===== src/rtl/checkout_pkg.sv =====
// Shared types and constants for the checkout-lane controller.
// Latency: none. This file holds declarations only.
// Backpressure: not applicable.
package checkout_pkg;

    typedef enum logic [1:0] {
        IDLE     = 2'd0,
        CLASSIFY = 2'd1,
        ALARM    = 2'd2,
        DONE     = 2'd3
    } chk_state_t;

    // Bit positions inside the {U,P,C} field
    localparam int U_BIT = 2;
    localparam int P_BIT = 1;
    localparam int C_BIT = 0;

endpackage


===== src/rtl/upc_classifier.sv =====
// Maps one captured item (UPC field plus security mark) to its stolen and discount flags.
// Latency: purely combinational, zero cycles.
// Backpressure: none. The caller decides when the result is consumed.
module upc_classifier
    import checkout_pkg::*;
(
    input  logic [2:0] i_upc,
    input  logic       i_mark,
    output logic       o_stolen,
    output logic       o_disc
);

    logic w_u;
    logic w_p;
    logic w_c;

    assign w_u = i_upc[U_BIT];
    assign w_p = i_upc[P_BIT];
    assign w_c = i_upc[C_BIT];

    // An item is stolen only when the mark is missing and the code is one of the unpaid patterns
    assign o_stolen = ~i_mark & ((w_u & ~w_p) | (~w_u & ~w_c));
    assign o_disc   = w_p | (w_u & w_c);

endmodule


===== src/rtl/checkout_controller.sv =====
// Runs one checkout lane: captures items, classifies them, counts them per transaction, and raises the stolen alarm.
// Latency: counters update 2 edges after a scan is accepted. The alarm rises on that same edge. Throughput is one item per 2 cycles.
// Backpressure: scan_ready is high only in IDLE. Scans are refused during classify, alarm and done.
module checkout_controller
    import checkout_pkg::*;
#(
    parameter int CNT_W      = 4,
    parameter int ALARM_HOLD = 8
)
(
    input  logic             clk,
    input  logic             reset,
    input  logic             scan_valid,
    output logic             scan_ready,
    input  logic [2:0]       upc,
    input  logic             mark,
    input  logic             checkout,
    input  logic             alarm_clr,
    output logic             alarm,
    output logic             done,
    output logic [CNT_W-1:0] item_count,
    output logic [CNT_W-1:0] stolen_count,
    output logic [CNT_W-1:0] discount_count
);

    localparam logic [7:0] HOLD_INIT = 8'(ALARM_HOLD - 1);

    chk_state_t       r_state;
    chk_state_t       w_next_state;
    logic [2:0]       r_upc;
    logic             r_mark;
    logic [7:0]       r_hold;
    logic             r_clr_pend;
    logic             r_alarm;
    logic             r_done;
    logic [CNT_W-1:0] r_item;
    logic [CNT_W-1:0] r_stolen;
    logic [CNT_W-1:0] r_disc;

    logic             w_accept;
    logic             w_stolen;
    logic             w_disc;
    logic [CNT_W-1:0] w_base_item;
    logic [CNT_W-1:0] w_base_stolen;
    logic [CNT_W-1:0] w_base_disc;

    // Counters stick at all-ones instead of wrapping
    function automatic logic [CNT_W-1:0] sat_inc(input logic [CNT_W-1:0] v, input logic en);
        if (en && (v != {CNT_W{1'b1}})) begin
            return v + 1'b1;
        end
        return v;
    endfunction

    upc_classifier u_classifier (
        .i_upc    (r_upc),
        .i_mark   (r_mark),
        .o_stolen (w_stolen),
        .o_disc   (w_disc)
    );

    assign scan_ready = (r_state == IDLE);
    assign w_accept   = scan_valid & scan_ready;

    // The first item after a closed transaction counts from zero rather than from the held totals
    assign w_base_item   = r_clr_pend ? '0 : r_item;
    assign w_base_stolen = r_clr_pend ? '0 : r_stolen;
    assign w_base_disc   = r_clr_pend ? '0 : r_disc;

    // Next-state decode; a scan beats a simultaneous checkout, which is then dropped
    always_comb begin
        w_next_state = r_state;
        case (r_state)
            IDLE: begin
                if (w_accept) begin
                    w_next_state = CLASSIFY;
                end else if (checkout) begin
                    w_next_state = DONE;
                end
            end
            CLASSIFY: w_next_state = w_stolen ? ALARM : IDLE;
            ALARM: begin
                if ((r_hold == 8'd0) && alarm_clr) begin
                    w_next_state = IDLE;
                end
            end
            DONE:     w_next_state = IDLE;
            default:  w_next_state = IDLE;
        endcase
    end

    // State register, with alarm and done registered from the next state so both stay glitch-free
    always_ff @(posedge clk or posedge reset) begin
        if (reset) begin
            r_state <= IDLE;
            r_alarm <= 1'b0;
            r_done  <= 1'b0;
        end else begin
            r_state <= w_next_state;
            r_alarm <= (w_next_state == ALARM);
            r_done  <= (w_next_state == DONE);
        end
    end

    // Capture the item on the handshake edge; the classifier works on this copy
    always_ff @(posedge clk or posedge reset) begin
        if (reset) begin
            r_upc  <= 3'b000;
            r_mark <= 1'b0;
        end else if (w_accept) begin
            r_upc  <= upc;
            r_mark <= mark;
        end
    end

    // The hold timer loads on ALARM entry and counts down to zero. alarm_clr only matters once it reaches zero.
    always_ff @(posedge clk or posedge reset) begin
        if (reset) begin
            r_hold <= 8'd0;
        end else if ((r_state == CLASSIFY) && w_stolen) begin
            r_hold <= HOLD_INIT;
        end else if ((r_state == ALARM) && (r_hold != 8'd0)) begin
            r_hold <= r_hold - 8'd1;
        end
    end

    // A closed transaction arms a clear that the next classified item consumes
    always_ff @(posedge clk or posedge reset) begin
        if (reset) begin
            r_clr_pend <= 1'b0;
        end else if (r_state == DONE) begin
            r_clr_pend <= 1'b1;
        end else if (r_state == CLASSIFY) begin
            r_clr_pend <= 1'b0;
        end
    end

    // Per-transaction counters update only in CLASSIFY and hold otherwise, so totals stay readable after done
    always_ff @(posedge clk or posedge reset) begin
        if (reset) begin
            r_item   <= '0;
            r_stolen <= '0;
            r_disc   <= '0;
        end else if (r_state == CLASSIFY) begin
            r_item   <= sat_inc(w_base_item, 1'b1);
            r_stolen <= sat_inc(w_base_stolen, w_stolen);
            r_disc   <= sat_inc(w_base_disc, w_disc);
        end
    end

    assign alarm          = r_alarm;
    assign done           = r_done;
    assign item_count     = r_item;
    assign stolen_count   = r_stolen;
    assign discount_count = r_disc;

endmodule

===== config.mk =====
export PLATFORM = sky130hd
export DESIGN_NAME = checkout_controller
export DESIGN_NICKNAME = d
export VERILOG_FILES = /design/src/rtl/checkout_pkg.sv /design/src/rtl/upc_classifier.sv /design/src/rtl/checkout_controller.sv
export SDC_FILE = /design/constraint.sdc
export NUM_CORES = 1
export LEC_CHECK = 0
export ABC_AREA = 1
export CAP_MARGIN = 10
export CORE_AREA = 10 10 71 73
export DETAILED_ROUTE_END_ITERATION = 10
export DIE_AREA = 0 0 81 83
export GPL_TIMING_DRIVEN = 0
export PLACE_DENSITY = 0.72
export SYNTH_ARGS = -nofsm -noshare
export SYNTH_HDL_FRONTEND = slang
export SYNTH_SLANG_ARGS = --single-unit

===== constraint.sdc =====
create_clock -name clk -period 1.6 [get_ports clk]
set_input_delay 0.16 -clock clk [delete_from_list [all_inputs] [get_ports clk]]
set_output_delay 0.16 -clock clk [all_outputs]
set_load 0.01 [all_outputs]

# After elaboration in Yosys (flattened, before gate mapping)
# Cells that the tools add are included.
totals:
  wordCells: 67
  reg_bits: 29
  in_bits: 9
classes:
  n_eq_ne: 8
  bitwise: 11
  reduce_logical: 10
  n_mux: 24
  n_addsub: 4
op_table:
  columns: ["cell", "count"]
  rows:
  - ["4-bit two-way mux", 9]
  - ["8-bit two-way mux", 2]
  - ["4-bit by 1-bit adder with 4-bit output (second input constant)", 3]
  - ["4-bit inequality test (second input constant)", 3]
  - ["2-bit equality test (second input constant)", 4]
  - ["8-bit logical NOT", 1]
  - ["1-bit two-way mux", 8]
  - ["2-bit two-way mux", 4]
  - ["2-bit one-hot mux with 4 select lines", 1]
  - ["8-bit nonzero test", 1]
  - ["8-bit by 1-bit subtractor with 8-bit output (second input constant)", 1]
  - ["1-bit AND", 5]
  - ["1-bit logical AND", 5]
  - ["1-bit inverter", 4]
  - ["2-bit nonzero test", 2]
  - ["2-bit by 1-bit equality test with 1-bit output (second input constant)", 1]
  - ["2-bit logical NOT", 1]
  - ["1-bit bitwise OR", 2]

# Longest topological paths before layout
# Gate-level depths: netlist of run 1.
logic_depth:
  word_depth: 8
  ltp_mapped: 12

# Hierarchy
# A second synthesis of run 1 with hierarchy kept.
hier_totals:
  hier_cells: 204
  area_unflattened_um2: 1607.8
by_module_without_submodules:
  columns: ["module", "instances", "area_per_inst_um2", "cells_per_inst"]
  rows:
  - ["checkout_controller", 1, 1577.8, 197]
  - ["upc_classifier", 1, 30.0, 7]

# Worst setup path before layout of run 1
# Ideal clock, no wire load.
synth_timing:
  path_kind: "register -> register"
  from: "reg r_clr_pend"
  to: "reg r_disc[2], in the netlist discount_count[2]"
  setup_time_ns: 0.116
  slack_ns: 0.139
  arrival_time_ns: 1.345
  path_stages_with_launch: 13
  synth_period_minus_slack_ns: 1.461
  cell_sequence: "dfrtp_1 inv_2 nand2_1 inv_1 ha_1 nand2_1 inv_1 nand2_1 nand2_1 nor2_2 nand2_1 nand2_1 nand2_1"
synth_between:
  elab_chain_cells: 6
  word_cells_on_any_way: 8
  cone_classes: "add/sub (1); eq/ne (1); mux (5); reduce/logical (1)"
synth_lines:
  columns: ["element", "line_no", "source"]
  rows:
  - ["start: declaration", "checkout_controller.sv:33", "logic r_clr_pend;"]
  - ["start signal: assignment", "checkout_controller.sv:130", "r_clr_pend <= 1'b0;"]
  - ["start signal: assignment", "checkout_controller.sv:132", "r_clr_pend <= 1'b1;"]
  - ["start signal: assignment", "checkout_controller.sv:134", "r_clr_pend <= 1'b0;"]
  - ["4-bit two-way mux *", "checkout_controller.sv:68", "assign w_base_disc = r_clr_pend ? '0 : r_disc;"]
  - ["branches (longest 4 deep; another with 4-bit by 1-bit adder with 4-bit output)", null, null]
  - ["4-bit two-way mux *", "checkout_controller.sv:52", "return v;"]
  - ["end signal: assignment", "checkout_controller.sv:147", "r_disc <= sat_inc(w_base_disc, w_disc);"]
  - ["end: declaration", "checkout_controller.sv:38", "logic [CNT_W-1:0] r_disc;"]
# Every way passes the cells marked *. The select of a mux whose other input is x is not followed.
# A chain may end at the register's enable or synchronous reset.

# Final worst setup path of run 1
layout_timing:
  from: "reg r_clr_pend"
  to: "reg r_stolen[3], in the netlist stolen_count[3]"
layout_between:
  elab_chain_cells: 6
  word_cells_on_any_way: 8
  cone_classes: "add/sub (1); eq/ne (1); mux (5); reduce/logical (1)"
layout_lines:
  columns: ["element", "line_no", "source"]
  rows:
  - ["4-bit two-way mux *", "checkout_controller.sv:67", "assign w_base_stolen = r_clr_pend ? '0 : r_stolen;"]
  - ["branches (longest 4 deep; another with 4-bit by 1-bit adder with 4-bit output)", null, null]
  - ["4-bit two-way mux *", "checkout_controller.sv:52", null]
  - ["end signal: assignment", "checkout_controller.sv:146", "r_stolen <= sat_inc(w_base_stolen, w_stolen);"]
  - ["end: declaration", "checkout_controller.sv:37", "logic [CNT_W-1:0] r_stolen;"]
# Marked as above.

==> reports/metrics.csv, run 1 <==
stage;metric;value;unit
run_status;outcome;completed;
logic_synthesis;Synth Instances;237;
global_route;largest net degree at the start of global routing;30;
critical_path;WP data required;1.77;ns
final_layout;Area Growth Syn to Fin;26.5;%
drt;# DRC;0;
global_route;total track usage;11.5;%
clock_tree;CTS tree;yes;
timing;Worst slew margin;61.4;%
floorplanning;Initial Util;46.2;%
clock_tree;Clock Tree Buf Depth;2;
critical_path;slowest cell on the critical path;dfrtp_2;
critical_path;critical path type;flop to flop;
timing;skew final;0.00875;ns
critical_path;CP Launch Type;flop;
critical_path;CP endpoint;stolen_count[3];
place;Placed Cells;308;
logic_synthesis;Synth top area share;43.3;%
timing;Slew Viols, Final;0;
logic_synthesis;Synth Register Bits;29;
logic_synthesis;yosys warns;0;
logic_synthesis;Seq/Total Area, Yosys;43.3;%
final_layout;# nets final;282;
logic_synthesis;largest area contributor in the netlist;dfrtp_1;
place;Post-DP HPWL;2.64;mm
critical_path;reg-to-reg slack, setup;0.1;ns
critical_path;Worst setup startpoint;r_clr_pend;
timing;final setup fails;0;
drt;Routed WL per cell;11.4;microns
place;Place WS;-0.111;ns
critical_path;slowest stage delay, CP;0.44;ns
clock_tree;CTS Sinks;29;
timing;Final min period;1.50;ns
critical_path;critical path depth;11;
critical_path;critical-path maximum fanout;6;
floorplanning;core area;3630;sq um
global_route;vias in the first global route;1509;
run;MaxCap Viol Count;0;
final_layout;post-route insts no fill;318;
timing;Slew @ Worst Pin;0.579;ns
clock_tree;Inserted Clock Buffers;5;
place;port buffer count;23;
pwr;Pwr Density;1830;nW/um^2
critical_path;Reg2Reg Launch Point;r_clr_pend;
critical_path;path depth of the worst reg2reg path;11;
clock_tree;Max H-tree Level;2;
drt;antenna-violating nets left;0;
drt;overall routed net length;3.64;mm
critical_path;crit path buf inv count;3;
critical_path;CP endpoint kind;flop;
critical_path;Worst path top cell family by delay;simple AND/OR/NAND/NOR gates;
clock_tree;Clock transition at path regs;0.06;ns
logic_synthesis;post-synthesis cell type count;20;
clock_tree;root buffer cell;clkbuf_8;
clock_tree;clock latency on the worst-skew pair;0.28;ns
logic_synthesis;Mapped Nets;250;
critical_path;CP Cell Sequence;inv_4 -> nand2_1 -> inv_1 -> ha_1 -> nand2_1 -> nor2_2 -> inv_1 -> nand2_1 -> nor2_1 -> nand3_1 -> nand2_1;
floorplanning;Die X;81;microns
pwr;Static Leakage;1.13;nW
drt;Detailed Routing Iterations Pass 1;4;
critical_path;CP dominant cell by count;nand2_1;
floorplanning;Die Area;6720;sq um
hold_path;Hold Path Class;input port to asynchronous set/reset pin;
timing;final period utilization;93.8;%
floorplanning;Core Rows;22;
place;gpl congestion;0.846;
timing;final hold violation count;0;
critical_path;Arr. time, crit path;1.67;ns
final_layout;layout cells sized above 1;10.7;%
global_route;first-pass GRT wire length;6.39;mm
timing;min setup slack post-route;0.0994;ns
global_route;total congestion overflow;0;
critical_path;reg2reg end;stolen_count[3];
logic_synthesis;synth top area cells;dfrtp_1, nand2_1, inv_1, nand3_1, nor2_1;
logic_synthesis;Post-Syn Area;1680;sq um
global_route;initial antenna violation count;0;
drt;vias;1526;
logic_synthesis;syn_area_per_cell;7.08;sq um
drt;drt initial violations;71;
pwr;Peak VDD IR;1.04;mV
drt;Vias/cell;4.80;
final_layout;fin util;58.4;%
timing;Fmax;666;MHz
final_layout;Fillers;363;
floorplanning;top-level I/O count;24;
floorplanning;Die Height;83;microns
final_layout;antenna cells;0;
## final cells by class
type	count	area [sq um]	share of cell area [%]
buffer	2	18.8	0.884
clock buffer	8	80.1	3.77
inverter	41	156	7.37
multi-input combinational	165	816	38.4
sequential	29	727	34.3
tap	48	60.1	2.83
timing repair buffer	25	264	12.4
## how the worst min path moves through the flow
| stage | startpoint | to | slack (ns) |
|---|---|---|---|
| after detailed placement | r_hold[0] | r_hold[0] | 0.48 |
| after floorplan | reset | alarm | 0.24 |
| after CTS | checkout | r_state[0] | 0.46 |
| after global placement | r_hold[0] | r_hold[0] | 0.47 |
| final | reset | r_hold[0] | 0.24 |
| after global routing | reset | r_hold[3] | 0.29 |
## cells in the mapped netlist
cell and n:
a21oi_1 7, buf_4 1, buf_6 1, dfrtp_1 29
ha_1 4, inv_1 40, inv_2 1, nand2_1 81
nand2_2 2, nand3_1 23, nand3b_1 1, nand4_1 7
nor2_1 23, nor2_2 3, nor2_4 4, nor3_1 2
o21ai_0 4, o21ai_1 1, xnor2_1 1, xor2_1 2
## power by group
part / total (mW) / leakage [nW] / switching, mW / internal (mW)
clock network: 0.577 / 0.0395 / 0.269 / 0.308
logic: 2.01 / 0.723 / 1.18 / 0.826
registers: 1.31 / 0.365 / 0.273 / 1.03
## what timing repair did
action | 4_1_cts | 5_1_grt
gates cloned | 0 | 0
setup endpoints to repair | 4 | 16
pin swaps | 0 | 4
hold buffers | 0 | 0
setup buffers | 0 | 1
gates resized for setup | 3 | 12
hold endpoints to repair | 0 | 0
## per-stage QoR
stage / total power, mW / setup TNS (ns) / cell area [sq um] / hold slack [ns]
3_3_place_gp: 3.18 / -0.108 / 1970 / 0.467
4_1_cts: 3.82 / -0.0524 / 2050 / 0.458
5_1_grt: 4.29 / -0.0499 / 2120 / 0.291
3_5_place_dp: 3.22 / -0.200 / 1970 / 0.484
2_1_floorplan: 2.60 / 0 / 1680 / 0.238
6_report: 3.89 / 0 / 2120 / 0.236
## cells in the final DEF, fill, tap and decap left out, types with 2 or more instances in the layout
cell,synthesis,routed
buf_4,1,2
nand2_2,2,4
dfrtp_1,29,28
clkbuf_8,0,5
nor2_4,4,5
ha_1,4,2
inv_1,40,39
clkbuf_1,0,3
a21oi_1,7,7
nor2_1,23,20
nand4_1,7,7
clkdlybuf4s50_1,0,22
nor2_2,3,5
nand2_1,81,79
nand3_1,23,23
nor3_1,2,2
o21ai_0,4,3
xor2_1,2,2
## per-layer routing
| metal | global-route usage, % | share of wire, % | vias to the layer above |
|---|---|---|---|
| met5 | 0 | 0 | - |
| met4 | 3.76 | 1.7 | 0 |
| li1 | - | - | 798 |
| met3 | 5.17 | 5.6 | 7 |
| met1 | 12.3 | 43 | 696 |
| met2 | 19.5 | 50 | 25 |
## flip-flops by register name, indices dropped and copies added, names as in the netlist
name,flops
stolen_count,4
r_hold,8
r_clr_pend,1
done,1
r_upc,3
r_state,2
alarm,1
discount_count,4
r_mark,1
item_count,4
## logic make-up after synthesis
group / after synthesis / synth area share (%)
flops: 29 / 43.3
xor+xnor: 3 / 1.57
fa+ha+maj: 4 / 2.98
compound gates: 12 / 3.58
buf+inv: 43 / 10.3
simple gates: 146 / 38.3
Power figures use the tool's default switching activity.
==> run 2, diff against run 1 <==
ABC_CLOCK_PERIOD_IN_PS = 1600   (was unset)
==> results of run 2 <==
Same layout as run 1: the final DEF is identical, and so are final timing and power.
